File: config.mk
export PLATFORM = sky130hd
export DESIGN_NAME = elastic_stage_register
export DESIGN_NICKNAME = d
export VERILOG_FILES = /design/src/rtl/elastic_stage_register.sv
export SDC_FILE = /design/constraint.sdc
export NUM_CORES = 1
export LEC_CHECK = 0
export BUFFER_PORTS_ARGS = -buffer_cell sky130_fd_sc_hd__buf_2
export CAP_MARGIN = 20
export CORE_ASPECT_RATIO = 2
export CORE_MARGIN = 2
export CORE_UTILIZATION = 23
export CTS_CLUSTER_DIAMETER = 120
export CTS_CLUSTER_SIZE = 40
export DETAILED_ROUTE_END_ITERATION = 6
export PLACE_DENSITY_LB_ADDON = 0.15
export SLEW_MARGIN = 20
export SYNTH_ARGS = -nofsm -noshare
export SYNTH_HDL_FRONTEND = slang
export SYNTH_SLANG_ARGS = --single-unit
File: constraint.sdc
create_clock -name CLK -period 1.8 [get_ports CLK]
set_input_delay 0.18 -clock CLK [delete_from_list [all_inputs] [get_ports CLK]]
set_output_delay 0.18 -clock CLK [all_outputs]
set_load 0.01 [all_outputs]
File: src/rtl/elastic_stage_register.sv
// Generic stallable/flushable pipeline stage with valid/ready handshake,
// optional 2-entry skid buffer, NOP insertion on flush and a bubble counter.
module elastic_stage_register #(
    parameter int unsigned       CTRL_W   = 16,
    parameter int unsigned       DATA_W   = 128,
    parameter logic [CTRL_W-1:0] CTRL_NOP = '0,
    parameter logic [DATA_W-1:0] DATA_NOP = {DATA_W/8{8'h2A}},
    parameter int unsigned       SKID     = 1,
    parameter int unsigned       CNT_W    = 16
) (
    input  logic              CLK,
    input  logic              RST_N,
    input  logic              Flush,
    input  logic              Valid_In,
    output logic              Ready_Out,
    input  logic [CTRL_W-1:0] Ctrl_In,
    input  logic [DATA_W-1:0] Data_In,
    output logic              Valid_Out,
    input  logic              Ready_In,
    output logic [CTRL_W-1:0] Ctrl_Out,
    output logic [DATA_W-1:0] Data_Out,
    output logic [1:0]        Occupancy,
    output logic [CNT_W-1:0]  Bubble_Cnt
);

    localparam int unsigned OCC_W = 2;

    typedef struct packed {
        logic [CTRL_W-1:0] ctrl;
        logic [DATA_W-1:0] data;
    } entry_t;

    typedef enum logic [1:0] {
        S_EMPTY = 2'd0,
        S_ONE   = 2'd1,
        S_FULL  = 2'd2
    } state_t;

    state_t           state_q, state_d;
    entry_t           main_q, main_d;
    entry_t           skid_q, skid_d;
    entry_t           in_e;
    logic [CNT_W-1:0] bub_q;
    logic             accept;
    logic             take;

    assign in_e      = '{ctrl: Ctrl_In, data: Data_In};
    assign Valid_Out = (state_q != S_EMPTY);
    assign take      = Valid_Out & Ready_In;
    assign accept    = Valid_In & Ready_Out;

    // Skid build decouples Ready_Out from Ready_In; single-entry build passes it through.
    generate
        if (SKID != 0) begin : g_skid
            assign Ready_Out = RST_N & (state_q != S_FULL);
        end else begin : g_noskid
            assign Ready_Out = RST_N & (~Valid_Out | Ready_In);
        end
    endgenerate

    // Next-state and entry movement; flush overrides any handshake this cycle.
    always_comb begin
        state_d = state_q;
        main_d  = main_q;
        skid_d  = skid_q;
        case (state_q)
            S_EMPTY: begin
                if (accept) begin
                    state_d = S_ONE;
                    main_d  = in_e;
                end
            end
            S_ONE: begin
                if (accept && take) begin
                    main_d = in_e;
                end else if (accept && (SKID != 0)) begin
                    state_d = S_FULL;
                    skid_d  = in_e;
                end else if (take) begin
                    state_d = S_EMPTY;
                end
            end
            S_FULL: begin
                if (take) begin
                    state_d = S_ONE;
                    main_d  = skid_q;
                end
            end
            default: state_d = S_EMPTY;
        endcase
        if (Flush) begin
            state_d = S_EMPTY;
            main_d  = '{ctrl: CTRL_NOP, data: DATA_NOP};
        end
    end

    always_ff @(posedge CLK) begin
        if (!RST_N) begin
            state_q <= S_EMPTY;
            main_q  <= '{ctrl: CTRL_NOP, data: '0};
            skid_q  <= '0;
        end else begin
            state_q <= state_d;
            main_q  <= main_d;
            skid_q  <= skid_d;
        end
    end

    // Saturating count of edges that see no valid head entry.
    always_ff @(posedge CLK) begin
        if (!RST_N) begin
            bub_q <= '0;
        end else if (!Valid_Out && (bub_q != {CNT_W{1'b1}})) begin
            bub_q <= bub_q + CNT_W'(1);
        end
    end

    always_comb begin
        Occupancy = OCC_W'(0);
        case (state_q)
            S_ONE:   Occupancy = OCC_W'(1);
            S_FULL:  Occupancy = OCC_W'(2);
            default: Occupancy = OCC_W'(0);
        endcase
    end

    assign Ctrl_Out   = Valid_Out ? main_q.ctrl : CTRL_NOP;
    assign Data_Out   = main_q.data;
    assign Bubble_Cnt = bub_q;

endmodule

# After elaboration in Yosys (flattened, before gate mapping)
# Index checks and enable logic that the tools add are counted.
[op_classes]
n_shift = 0
mul = 0
div = 0
addsub = 1
eq_ne = 12
muxes = 13
bitwise = 5
magnitude_cmp = 0
reduce_logical = 12
[ops]
columns = ["operator", "count"]
rows = [
  ["$mux 144", 3],
  ["$pmux 144 s3", 1],
  ["$mux 126", 1],
  ["$add 16x1->16 const B", 1],
  ["$mux 16", 1],
  ["$ne 16x16->1 const B", 1],
  ["$ne 3x3->1 const B", 4],
  ["$reduce_and 4->1", 3],
  ["$mux 2", 5],
  ["$ne 2x2->1 const B", 5],
  ["$pmux 2 s3", 1],
  ["$pmux 2 s2", 1],
  ["$reduce_bool 4->1", 1],
  ["$and 1x1->1", 3],
  ["$reduce_and 3->1", 1],
  ["$reduce_bool 3->1", 1],
  ["$eq 2x1->1 const B", 1],
  ["$eq 2x2->1 const B", 1],
  ["$logic_and 1x1->1", 2],
  ["$logic_not 2->1", 1],
  ["$not 1->1", 2],
  ["$reduce_bool 2->1", 1],
  ["$reduce_or 2->1", 1],
  ["$logic_not 1->1", 1],
]
[word_totals]
mem_bits_ro = 0
inputBits = 149
latch_bits = 0
mem_bits_rw = 0
word_cells = 50
reg_bits = 306
n_memories = 0
out_inout_bits = 164

# Depth between registers and ports, before layout
[depth]
word_depth = 7
mapped_depth = 10
mapped_depth_nobuf = 6

# Worst setup path after synthesis
# Ideal clock, no wire load.
[synth_path]
kind = "reg-to-reg"
from = "register state_q[0]"
to = "register main_q, in the netlist Data_Out[101]"
period_less_slack_ps = 2056
path_slack_ps = -256
stages_incl_launch_ff = 10
setup_ps = 88
arrival_ps = 1968
path_cell_list = "dfxtp_1 inv_1 ha_1 buf_6 nand3b_4 a2111o_1 buf_2 buf_6 buf_6 a311oi_2"
[synth_via]
elab_chain_cells = 6
[synth_lines]
columns = ["item", "line_no", "source"]
rows = [
  ["start: declaration", "39", "state_t state_q, state_d;"],
  ["start signal: assignment", "103", "state_q <= state_d;"],
  ["$ne 2x2->1", "55", "assign Ready_Out = RST_N & (state_q != S_FULL);"],
  ["$and 1x1->1", "55", ""],
  ["$and 1x1->1", "50", "assign accept = Valid_In & Ready_Out;"],
  ["$logic_and 1x1->1", "74", "if (accept && take) begin"],
  ["$ne 3x3->1 (no line)", "n/a", ""],
  ["$reduce_and 4->1 (no line)", "n/a", ""],
  ["end signal: assignment", "100", "main_q <= '{ctrl: CTRL_NOP, data: '0};"],
  ["end signal: assignment", "104", "main_q <= main_d;"],
  ["end: declaration", "40", "entry_t main_q, main_d;"],
]
# Several ways; a longest one is shown, not always the timed one.
# A chain may end at the register's enable or synchronous reset.

# Worst setup path after layout
[layout_path]
from = "register state_q[1]"
to = "register main_q, in the netlist Data_Out[52]"
[layout_via]
elab_chain_cells = 6
[layout_lines]
columns = ["item", "line_no"]
rows = [
  ["$ne 2x2->1", "55"],
  ["$and 1x1->1", "55"],
  ["$and 1x1->1", "50"],
  ["$logic_and 1x1->1", "74"],
  ["$ne 2x2->1 (no line)", "n/a"],
  ["$reduce_and 4->1 (no line)", "n/a"],
]
# Several ways; a longest one is shown, not always the timed one.

==> run_summary.xml <==
<?xml version="1.0" encoding="UTF-8"?>
<metrics>
  <group name="floorplanning">
    <metric name="std_cell_rows" unit="">130</metric>
    <metric name="floorplan.die.height" unit="um">359</metric>
    <metric name="design.core.area" unit="mm2">0.0626</metric>
    <metric name="die_width" unit="um">182</metric>
    <metric name="die_area" unit="mm2">0.0653</metric>
    <metric name="io-pin-count" unit="">313</metric>
    <metric name="initial_utilization" unit="%">23.2</metric>
  </group>
  <group name="cells_and_area">
    <metric name="final_cell_count_no_fill" unit="">2882</metric>
    <metric name="layout-area-overhead-vs-synth" unit="%">48.4</metric>
    <metric name="layout-drive-gt1-share" unit="%">37.5</metric>
    <metric name="final.fill_count" unit="">6425</metric>
    <metric name="utilization" unit="%">34.4</metric>
    <metric name="final_nets" unit="">2234</metric>
  </group>
  <group name="min_path">
    <metric name="worst_hold_path.endpoint" unit="">state_q[1]$_SDFFE_PP0P_</metric>
    <metric name="min_from" unit="">Ready_In</metric>
    <metric name="hold_path.class" unit="">in -&gt; reg</metric>
    <metric name="hold_depth" unit="">4</metric>
  </group>
  <group name="worst_setup_path">
    <metric name="worstSetupEndpointType" unit="">register</metric>
    <metric name="arrival" unit="ns">2.45</metric>
    <metric name="crit_type" unit="">reg -&gt; reg</metric>
    <metric name="reg2reg_to" unit="">Data_Out[52]$_SDFFE_PP0P_</metric>
    <metric name="worst_setup_path_start_kind" unit="">register</metric>
    <metric name="timing.critical_path.cells" unit="">buf_6, ha_4, nand3b_4, buf_6, nor3_4, buf_4, buf_6, buf_4, clkbuf_16, nor3_1, a211oi_1</metric>
    <metric name="timing.critical_path.slowest_stage_cell" unit="">sky130_fd_sc_hd__dfxtp_2</metric>
    <metric name="crit_path_frequent_cell" unit="">sky130_fd_sc_hd__buf_6</metric>
    <metric name="timing.rr.start" unit="">state_q[1]$_SDFFE_PP0P_</metric>
    <metric name="critPathMaxFanout" unit="">7</metric>
    <metric name="critPathMaxStageDelay" unit="ns">0.36</metric>
    <metric name="timing.reg2reg.worst_path_depth" unit="">11</metric>
    <metric name="worst-r2r-setup-slack" unit="ns">-0.17</metric>
    <metric name="worstPathRequired" unit="ns">2.28</metric>
  </group>
  <group name="global_route">
    <metric name="globalRoute.totalOverflow" unit="">0</metric>
    <metric name="track_usage" unit="%">17.2</metric>
    <metric name="global_route_wire_length_before_repair" unit="um">86000</metric>
    <metric name="pin_count_of_the_biggest_net_entering_global_routing" unit="">46</metric>
    <metric name="grt_pass1_vias" unit="">13500</metric>
    <metric name="antenna_found_initial" unit="">10</metric>
  </group>
  <group name="route">
    <metric name="avgViaCountPerCell" unit="">4.75</metric>
    <metric name="wirelength" unit="um">62400</metric>
    <metric name="dr_drc_count" unit="">0</metric>
    <metric name="detailroute.via_count" unit="">13700</metric>
    <metric name="drt.antenna.violating_nets" unit="">0</metric>
    <metric name="detail_route.wl_per_cell" unit="um">21.7</metric>
    <metric name="detailedRoute.firstPassIterationCount" unit="">5</metric>
    <metric name="drt_iter0_markers" unit="">521</metric>
  </group>
  <group name="clock_network">
    <metric name="htree_levels" unit="">1</metric>
    <metric name="cts_buffer_depth" unit="">3</metric>
    <metric name="clock_sink_count" unit="">306</metric>
    <metric name="tritoncts.num_buffers" unit="">12</metric>
    <metric name="clock-root-buffer" unit="">sky130_fd_sc_hd__clkbuf_16</metric>
    <metric name="clk_pin_slew_worst_paths" unit="ns">0.16</metric>
    <metric name="clk-insertion-delay-late" unit="ns">0.56</metric>
    <metric name="tritoncts" unit="">built</metric>
  </group>
  <group name="power">
    <metric name="worst_ir_drop_vdd" unit="mV">0.580</metric>
    <metric name="leakage_power" unit="uW">0.00808</metric>
    <metric name="powerDensity" unit="mW/mm2">650</metric>
    <metric name="finalPower" unit="uW">14000</metric>
  </group>
  <group name="yosys">
    <metric name="number_of_distinct_library_cells_after_synthesis" unit="">51</metric>
    <metric name="synthArstFlopShare" unit="%">0</metric>
    <metric name="synthFlopType" unit="">sky130_fd_sc_hd__dfxtp_1</metric>
    <metric name="synth_area_per_cell" unit="um2">8.47</metric>
    <metric name="synthDominantCellAreaShare" unit="%">42.2</metric>
    <metric name="synth_area_leader_cell" unit="">sky130_fd_sc_hd__dfxtp_1</metric>
    <metric name="yosys.cell_count.top_type" unit="">sky130_fd_sc_hd__dfxtp_1</metric>
    <metric name="post_synth_instance_area" unit="mm2">0.0145</metric>
    <metric name="ys_ff_latch" unit="">306</metric>
    <metric name="yosysWarnings" unit="">0</metric>
    <metric name="edff_count_synth" unit="">0</metric>
    <metric name="seq_area_frac_synth" unit="%">42.2</metric>
    <metric name="synth.net_count" unit="">1869</metric>
    <metric name="synth_top_cells_by_area" unit="">sky130_fd_sc_hd__dfxtp_1 42%, sky130_fd_sc_hd__nand2_1 7.6%, sky130_fd_sc_hd__buf_4 6.7%</metric>
    <metric name="synth_top_cells_by_count" unit="">306 x sky130_fd_sc_hd__dfxtp_1, 294 x sky130_fd_sc_hd__nand2_1, 153 x sky130_fd_sc_hd__a21oi_1, 129 x sky130_fd_sc_hd__buf_4, 105 x sky130_fd_sc_hd__nor2_1</metric>
    <metric name="netlist_instances" unit="">1716</metric>
  </group>
  <group name="sta">
    <metric name="fmax" unit="MHz">507</metric>
    <metric name="skew" unit="ns">0.0187</metric>
    <metric name="report.final.hold_viol_count" unit="">0</metric>
    <metric name="grt_setup_unrepaired" unit="">true</metric>
    <metric name="final_min_period_over_clock_period" unit="%">110</metric>
    <metric name="layout_setup_ws" unit="ns">-0.174</metric>
    <metric name="maxSlewHeadroom" unit="%">57.5</metric>
    <metric name="worst_pin_slew" unit="ns">0.638</metric>
    <metric name="whs" unit="ns">0.0573</metric>
    <metric name="post-route-min-period" unit="ns">1.97</metric>
    <metric name="final-max-slew-violation-count" unit="">0</metric>
    <metric name="finalSetupViolCount" unit="">282</metric>
  </group>
  <group name="placement">
    <metric name="dp_cells" unit="">2628</metric>
    <metric name="gpl.final_weighted_congestion" unit="">0.766</metric>
    <metric name="hpwl" unit="um">34900</metric>
    <metric name="placement.io_buffers" unit="">312</metric>
    <metric name="post-place-ws" unit="ns">-0.125</metric>
  </group>
  <group name="job">
    <metric name="max_cap_violations" unit="">0</metric>
  </group>
  <group name="outcome">
    <metric name="failed_checks" unit="">setup timing</metric>
    <metric name="run_status" unit="">finished with violations</metric>
  </group>
</metrics>
state kept, by name, indices dropped and copies added (netlist names):
signal,cells
main_q,16
state_q,2
Bubble_Cnt,16
skid_q,144
Data_Out,128
what timing repair did:
item                                   in CTS  in global routing
setup endpoints to repair                 316                311
endpoints found under the hold margin     232                  0
setup buffers                              22                 19
cloned                                     29                 25
hold buffers                              144                  0
pin swaps                                  52                 98
gates resized for setup                   163                239
through the flow:
step | setup TNS (ns) | area (um2)
finish | -18.27 | 21600
global placement | -15.43 | 16600
floorplan | -6.01 | 14600
CTS | -17.37 | 20000
detailed placement | -18.39 | 16600
global route | -38.51 | 21600
routing by layer:
layer / vias up / GRT usage [%] / wire length, um
met1: 6669 / 19.7 / 24500
met4: 10 / 4.29 / 1590
li1: 6611 / - / -
met2: 333 / 32.1 / 33100
met3: 74 / 3.33 / 3230
met5: - / 0 / 57
area by class of cell:
class / instances / area (um2) / share of cell area, %
Clock inverter: 4 / 57.6 / 0.267
Inverter: 6 / 30.0 / 0.139
Tap cell: 792 / 991 / 4.60
Sequential cell: 306 / 6130 / 28.4
Antenna cell: 4 / 10.0 / 0.0464
Timing Repair Buffer: 633 / 6130 / 28.4
Multi-Input combinational cell: 1122 / 7880 / 36.5
Clock buffer: 15 / 343 / 1.59
placed cells by master, fill, tap and decap left out, types with 4 or more instances in the layout:
cell type,synthesis,final
sky130_fd_sc_hd__nand3_1,9,7
sky130_fd_sc_hd__buf_16,0,31
sky130_fd_sc_hd__and4_1,4,4
sky130_fd_sc_hd__buf_4,129,54
sky130_fd_sc_hd__buf_2,47,301
sky130_fd_sc_hd__a211oi_1,97,76
sky130_fd_sc_hd__o31ai_1,4,4
sky130_fd_sc_hd__dfxtp_1,306,304
sky130_fd_sc_hd__nand4_1,5,5
sky130_fd_sc_hd__nor2_1,105,75
sky130_fd_sc_hd__nor3_1,98,94
sky130_fd_sc_hd__a311oi_2,40,41
sky130_fd_sc_hd__nor2b_1,66,58
sky130_fd_sc_hd__a211oi_2,0,21
sky130_fd_sc_hd__nor2_2,0,28
sky130_fd_sc_hd__o21ai_1,2,18
sky130_fd_sc_hd__buf_12,0,50
sky130_fd_sc_hd__buf_6,7,29
sky130_fd_sc_hd__clkbuf_16,0,33
sky130_fd_sc_hd__a211o_1,48,48
sky130_fd_sc_hd__or4_1,5,5
sky130_fd_sc_hd__o21ai_0,51,35
sky130_fd_sc_hd__nand2_2,0,32
sky130_fd_sc_hd__nand2_1,294,199
sky130_fd_sc_hd__dlygate4sd3_1,0,144
sky130_fd_sc_hd__diode_2,0,4
sky130_fd_sc_hd__mux2i_1,96,94
sky130_fd_sc_hd__a311oi_1,8,7
sky130_fd_sc_hd__a21oi_2,1,51
sky130_fd_sc_hd__nor2b_4,0,7
sky130_fd_sc_hd__nand2_4,0,63
sky130_fd_sc_hd__a21oi_1,153,102
critical path: cells and delay by family, from the launching register on:
kind                       cells  cell delay (ns)
buffers and inverters          6             0.83
DFF                            1             0.36
and+or+nand+nor                3             0.36
AOI/OAI and AO/OA              1             0.19
adders and majority gates      1             0.17
power by group:
group	internal [uW]	total [uW]	switching (uW)
registers	7010	7160	149
logic	1350	2830	1480
clock network	1460	4040	2580
how the worst max path moves through the flow:
stage	from	to	slack, ns
6_report	state_q[1]$_SDFFE_PP0P_	Data_Out[52]$_SDFFE_PP0P_	-0.17
5_1_grt	state_q[1]$_SDFFE_PP0P_	Data_Out[72]$_SDFFE_PP0P_	-0.26
4_1_cts	state_q[1]$_SDFFE_PP0P_	Data_Out[65]$_SDFFE_PN0P_	-0.15
3_5_place_dp	state_q[1]$_SDFFE_PP0P_	Data_Out[123]$_SDFFE_PN0P_	-0.13
3_3_place_gp	state_q[1]$_SDFFE_PP0P_	Data_Out[123]$_SDFFE_PN0P_	-0.11
2_1_floorplan	state_q[0]$_SDFFE_PP0P_	Data_Out[101]$_SDFFE_PN0P_	-0.08
logic make-up after synthesis:
family,after synthesis,synth area share [%]
AOI/OAI and AO/OA,419,20.8
xor gates and xnor gates,2,0.121
adders and majority gates,4,0.344
buffers and inverters,288,11.5
DFF,306,42.2
muxes,96,6.61
and+or+nand+nor,601,18.4
Note: power is estimated with default switching activity, not from simulation.
